$ cat src/rtl/spi_scheduler.sv
// spi_scheduler: round-robin sequencer that shares one SPI master between
// up to CHANNELS requesters. Each requester owns the CS index equal to its
// channel number. The winner's datagram is handed to the master, the
// scheduler waits out the transfer and returns the received datagram with a
// one-cycle done pulse (plus an error flag if the master never started).
module spi_scheduler #(
  parameter int CHANNELS  = 12,
  parameter int SIZE      = 40,
  parameter int SEL_WIDTH = 4,
  parameter int TIMEOUT   = 255
) (
  input  logic                     clk_in,
  input  logic                     reset_n_in,
  input  logic [CHANNELS-1:0]      req_in,
  input  logic [CHANNELS*SIZE-1:0] req_data_in,
  output logic [CHANNELS-1:0]      grant_out,
  output logic [CHANNELS-1:0]      done_out,
  output logic                     err_out,
  output logic [SIZE-1:0]          resp_data_out,
  output logic                     busy_out,
  output logic [SIZE-1:0]          spi_data_out,
  output logic [SEL_WIDTH-1:0]     spi_cs_select_out,
  output logic                     spi_send_enable_out,
  input  logic                     spi_ready_in,
  input  logic [SIZE-1:0]          spi_data_in
);

  typedef enum logic [1:0] {
    IDLE,
    START,
    WAIT_DONE,
    DONE
  } state_e;

  // The start phase gives up after TIMEOUT cycles, so the counter compares
  // against the last legal count value rather than TIMEOUT itself.
  localparam logic [7:0] TMO_LAST = 8'(TIMEOUT - 1);

  state_e                 state_q, state_d;
  logic [SEL_WIDTH-1:0]   last_q, last_d;
  logic [CHANNELS-1:0]    grant_q, grant_d;
  logic [CHANNELS-1:0]    done_q, done_d;
  logic                   err_q, err_d;
  logic [SIZE-1:0]        resp_q, resp_d;
  logic [SIZE-1:0]        data_q, data_d;
  logic [SEL_WIDTH-1:0]   cs_q, cs_d;
  logic                   en_q, en_d;
  logic                   busy_q, busy_d;
  logic [7:0]             cnt_q, cnt_d;

  logic                   found;
  logic [SEL_WIDTH-1:0]   winner;

  // Round-robin search: scan from the channel after the last winner,
  // wrapping around, and take the first active request.
  always_comb begin
    int idx;
    found  = 1'b0;
    winner = '0;
    idx    = 0;
    for (int k = 1; k <= CHANNELS; k++) begin
      idx = int'(last_q) + k;
      if (idx >= CHANNELS) begin
        idx = idx - CHANNELS;
      end
      if (!found && req_in[idx]) begin
        found  = 1'b1;
        winner = SEL_WIDTH'(idx);
      end
    end
  end

  // Next-state and next-output logic; every output is computed here one
  // cycle ahead so that all ports come straight from flops.
  always_comb begin
    state_d = state_q;
    last_d  = last_q;
    grant_d = grant_q;
    done_d  = '0;
    err_d   = 1'b0;
    resp_d  = resp_q;
    data_d  = data_q;
    cs_d    = cs_q;
    en_d    = 1'b0;
    busy_d  = busy_q;
    cnt_d   = cnt_q;

    case (state_q)
      IDLE: begin
        if (found) begin
          state_d = START;
          grant_d = CHANNELS'(1) << winner;
          data_d  = req_data_in[winner*SIZE +: SIZE];
          cs_d    = winner;
          last_d  = winner;
          en_d    = 1'b1;
          busy_d  = 1'b1;
          cnt_d   = '0;
        end
      end

      START: begin
        if (!spi_ready_in) begin
          state_d = WAIT_DONE;
          cnt_d   = '0;
        end else if (cnt_q == TMO_LAST) begin
          state_d = DONE;
          grant_d = '0;
          done_d  = grant_q;
          err_d   = 1'b1;
          cnt_d   = '0;
        end else begin
          cnt_d = cnt_q + 8'd1;
          en_d  = 1'b1;
        end
      end

      WAIT_DONE: begin
        if (spi_ready_in) begin
          state_d = DONE;
          resp_d  = spi_data_in;
          grant_d = '0;
          done_d  = grant_q;
        end
      end

      DONE: begin
        state_d = IDLE;
        busy_d  = 1'b0;
      end

      default: begin
        state_d = IDLE;
        grant_d = '0;
        busy_d  = 1'b0;
      end
    endcase
  end

  // State and output registers; reset leaves channel 0 first in line.
  always_ff @(posedge clk_in or negedge reset_n_in) begin
    if (!reset_n_in) begin
      state_q <= IDLE;
      last_q  <= SEL_WIDTH'(CHANNELS - 1);
      grant_q <= '0;
      done_q  <= '0;
      err_q   <= 1'b0;
      resp_q  <= '0;
      data_q  <= '0;
      cs_q    <= '0;
      en_q    <= 1'b0;
      busy_q  <= 1'b0;
      cnt_q   <= '0;
    end else begin
      state_q <= state_d;
      last_q  <= last_d;
      grant_q <= grant_d;
      done_q  <= done_d;
      err_q   <= err_d;
      resp_q  <= resp_d;
      data_q  <= data_d;
      cs_q    <= cs_d;
      en_q    <= en_d;
      busy_q  <= busy_d;
      cnt_q   <= cnt_d;
    end
  end

  assign grant_out           = grant_q;
  assign done_out            = done_q;
  assign err_out             = err_q;
  assign resp_data_out       = resp_q;
  assign busy_out            = busy_q;
  assign spi_data_out        = data_q;
  assign spi_cs_select_out   = cs_q;
  assign spi_send_enable_out = en_q;

endmodule

$ cat config.mk
export PLATFORM = sky130hd
export DESIGN_NAME = spi_scheduler
export DESIGN_NICKNAME = d
export VERILOG_FILES = /design/src/rtl/spi_scheduler.sv
export SDC_FILE = /design/constraint.sdc
export NUM_CORES = 1
export LEC_CHECK = 0
export ABC_AREA = 0
export BUFFER_PORTS_ARGS = -buffer_cell sky130_fd_sc_hd__buf_4
export CORE_AREA = 2 2 254 256
export CTS_BUF_LIST = sky130_fd_sc_hd__clkbuf_2
export CTS_CLUSTER_SIZE = 30
export DETAILED_ROUTE_END_ITERATION = 10
export DIE_AREA = 0 0 256 258
export HOLD_SLACK_MARGIN = 0.1
export PLACE_DENSITY = 0.39
export SETUP_SLACK_MARGIN = 0.15
export SLEW_MARGIN = 10
export SYNTH_ARGS = -nofsm -noshare
export SYNTH_HDL_FRONTEND = slang
export SYNTH_SLANG_ARGS = --single-unit
$ cat constraint.sdc
create_clock -name clk_in -period 7.4 [get_ports clk_in]
set_input_delay 2.22 -clock clk_in [delete_from_list [all_inputs] [get_ports clk_in]]
set_output_delay 2.22 -clock clk_in [all_outputs]
set_load 0.03 [all_outputs]
==> run_results.csv <==
group,metric,value,unit
status,status,"complete, no violations",
grt,grt_overflow,0,
yosys,seq_area_frac_synth,0.271,
grt,antenna_found_initial,14,
yosys,ys_ff_latch,124,
setup_path,r2r_setup_slack,0.73,ns
placement,portBuffers,645,
clock_tree,cts.sinks,124,
sta,setup_viol,0,
grt,grt_max_degree,74,
cells_and_area,fill_cells,6995,
routing,drtPass1Iterations,5,
setup_path,start_kind,"register",
floorplanning,io_pins,646,
cells_and_area,layout_common_cells,"buf_4, mux2i_1, dfrtp_1",
yosys,ys.flop_type,"dfrtp_1",
cells_and_area,drive_gt1_frac,0.452,
hold_path,min_path_type,"register to register",
cells_and_area,syn_to_final_growth,52.8,%
routing,via_per_inst,4.67,
clock_tree,ctsResizeCount,0,
yosys,ys_types,78,
routing,wl_per_cell,23.8,µm
clock_tree,cts_tree,"built",
clock_tree,hold_buffers,0,
floorplanning,initial_utilization,0.180,
setup_path,cp.required,8.25,ns
grt,grt_usage,0.188,
routing,first_iter_violations,683,
clock_tree,cts_root_buffer,"clkbuf_2",
yosys,yosysWarnings,0,
setup_path,critPathMaxFanout,38,
sta,final_hold_viol_count,0,
grt,grt_pass1_vias,13100,
cells_and_area,layout.nets,2411,
clock_tree,htreeDepth,4,
sta,timing.final.crit_period,6.67,ns
setup_path,worstReg2RegStart,"last_q[0]$_DFFE_PN1P_",
flow_run,maxCapViolCount,0,
sta,rsz0062_at_grt,"no",
sta,slew_viol_final,0,
yosys,syn_area_per_cell,9.21,µm²
setup_path,arrival,7.52,ns
clock_tree,cts_made_buffers,17,
clock_tree,post_cts_buffers,0,
routing,final_antenna_net_count,0,
placement,dpl-instance-area,17300,µm²
clock_tree,insertion_delay,1.00,ns
sta,skew,0.0737,ns
yosys,synth_edf_count,0,
clock_tree,cts_buffer_depth,2,
cells_and_area,final_common_cell,"buf_4",
sta,clock.fmax,150,MHz
sta,worst_pin_slew,1.09,ns
setup_path,timing.rr.end,"spi_data_out[32]$_DFFE_PN0P_",
floorplanning,die_w,256,µm
routing,drc_errors,0,
setup_path,critPathKind,"register to register",
sta,timing.slew.headroom,0.271,
hold_path,hold_start,"cnt_q[4]$_DFFE_PN0P_",
placement,gp_congestion,0.919,
yosys,syn_nets,1810,
yosys,synthCells,1246,
setup_path,endpoint_kind,"register",
yosys,async_flop_share,1.00,
floorplanning,die_height,258,µm
floorplanning,rows,93,
hold_path,hold_depth,1,
cells_and_area,design_area,17500,µm²
floorplanning,core_region_area,63600,µm²
routing,vias,12700,
sta,fin_crit_sh,0.901,
hold_path,min_to,"cnt_q[4]$_DFFE_PN0P_",
setup_path,reg2reg_depth,15,
floorplanning,die_area,66000,µm²
placement,hpwl,51200,µm
yosys,netlist_area,11500,µm²
grt,grt_pass1_wl,90900,µm
clock_tree,clk_pin_slew,0.29,ns
routing,wl,64900,µm
## worst max-delay path by stage
stage	startpoint	end	slack, ns	cells past startpoint
2_1_floorplan	req_in[1]	spi_data_out[33]$_DFFE_PN0P_	2.14	13
3_3_place_gp	req_in[11]	spi_data_out[31]$_DFFE_PN0P_	-0.20	14
3_5_place_dp	req_in[11]	spi_data_out[29]$_DFFE_PN0P_	0.39	13
4_1_cts	last_q[0]$_DFFE_PN1P_	spi_data_out[29]$_DFFE_PN0P_	0.57	14
5_1_grt	last_q[0]$_DFFE_PN1P_	spi_data_out[32]$_DFFE_PN0P_	0.29	18
6_report	last_q[0]$_DFFE_PN1P_	spi_data_out[32]$_DFFE_PN0P_	0.73	15
## cell families after synthesis
| family | Yosys count | synth area share |
|---|---|---|
| adders and majority gates | 29 | 0.0316 |
| muxes | 312 | 0.295 |
| and+or+nand+nor | 301 | 0.120 |
| buffers and inverters | 122 | 0.0591 |
| xor gates and xnor gates | 13 | 0.0106 |
| DFF | 124 | 0.271 |
| AOI/OAI and AO/OA | 345 | 0.213 |
## registers in the layout, indices dropped and copies added, names as in the netlist
| signal | cells |
|---|---|
| busy_out | 1 |
| grant_out | 12 |
| err_out | 1 |
| state_q | 2 |
| spi_data_out | 40 |
| spi_cs_select_out | 3 |
| cnt_q | 8 |
| spi_send_enable_out | 1 |
| last_q | 4 |
| resp_data_out | 40 |
| done_out | 12 |
## critical path: stages (launching register included)
cell	delay (ns)
dfstp_2	1.04
inv_1	0.32
ha_1	0.81
mux4_2	0.66
or3b_2	0.22
a21oi_1	0.16
nor4_1	0.58
o2111ai_1	0.26
nand4_1	0.29
a32oi_1	0.16
o2bb2ai_4	0.68
buf_12	0.32
a221oi_1	0.08
a2111oi_0	0.60
buf_4	0.25
a211oi_1	0.05
## through the flow
| stage | hold slack, ns | std cells | util | setup TNS, ns | worst slack [ns] |
|---|---|---|---|---|---|
| after floorplan | 0.462 | 1246 | - | 0 | 2.14 |
| after global placement | 0.481 | 2682 | 0.271 | -0.200 | -0.200 |
| after detailed placement | 0.494 | 2683 | 0.271 | 0 | 0.393 |
| after CTS | 0.525 | 2715 | 0.275 | 0 | 0.569 |
| after global routing | 0.551 | 2721 | 0.275 | 0 | 0.291 |
| final | 0.518 | 2722 | 0.275 | 0 | 0.729 |
## synthesized netlist by cell type, drive strengths merged, types with 5 or more instances
cell type / count / area share
ha: 29 / 0.032
inv: 21 / 0.0069
nand2b: 10 / 0.0055
a21oi: 104 / 0.045
mux2: 88 / 0.086
clkbuf: 28 / 0.0092
buf: 73 / 0.043
o21ai: 40 / 0.017
a211oi: 47 / 0.033
nor3: 13 / 0.0057
o211ai: 9 / 0.0063
and2: 16 / 0.0087
a22o: 9 / 0.0069
nor2b: 7 / 0.0038
dfrtp: 121 / 0.26
xnor2: 11 / 0.0084
nor2: 78 / 0.026
mux2i: 212 / 0.18
nand2: 122 / 0.040
nand3: 19 / 0.0087
a221oi: 39 / 0.030
nand4: 5 / 0.0027
and3: 8 / 0.0044
o21a: 8 / 0.0052
a2111oi: 41 / 0.032
o31ai: 5 / 0.0033
mux4: 12 / 0.024
## cell type report
type                            instances  area, µm²  share of cell area
Timing Repair Buffer                  683       5260               0.300
Multi-Input combinational cell       1000       7750               0.442
Antenna cell                            7       17.5            0.000999
Clock buffer                           17       85.1             0.00485
Clock inverter                         15        154             0.00878
Sequential cell                       124       3110               0.177
Tap cell                              855       1070              0.0610
Inverter                               21       78.8             0.00450
## per-layer routing
| layer | vias to the layer above | global-route usage | part of all wire |
|---|---|---|---|
| li1 | 5943 | - | - |
| met1 | 6121 | 0.218 | 0.40 |
| met2 | 543 | 0.327 | 0.50 |
| met3 | 85 | 0.0526 | 0.071 |
| met4 | 10 | 0.0783 | 0.030 |
| met5 | - | 0 | 0.00077 |
Power is not shown: default switching activity piles up to over one toggle a cycle in this logic, so the estimate is an artifact.
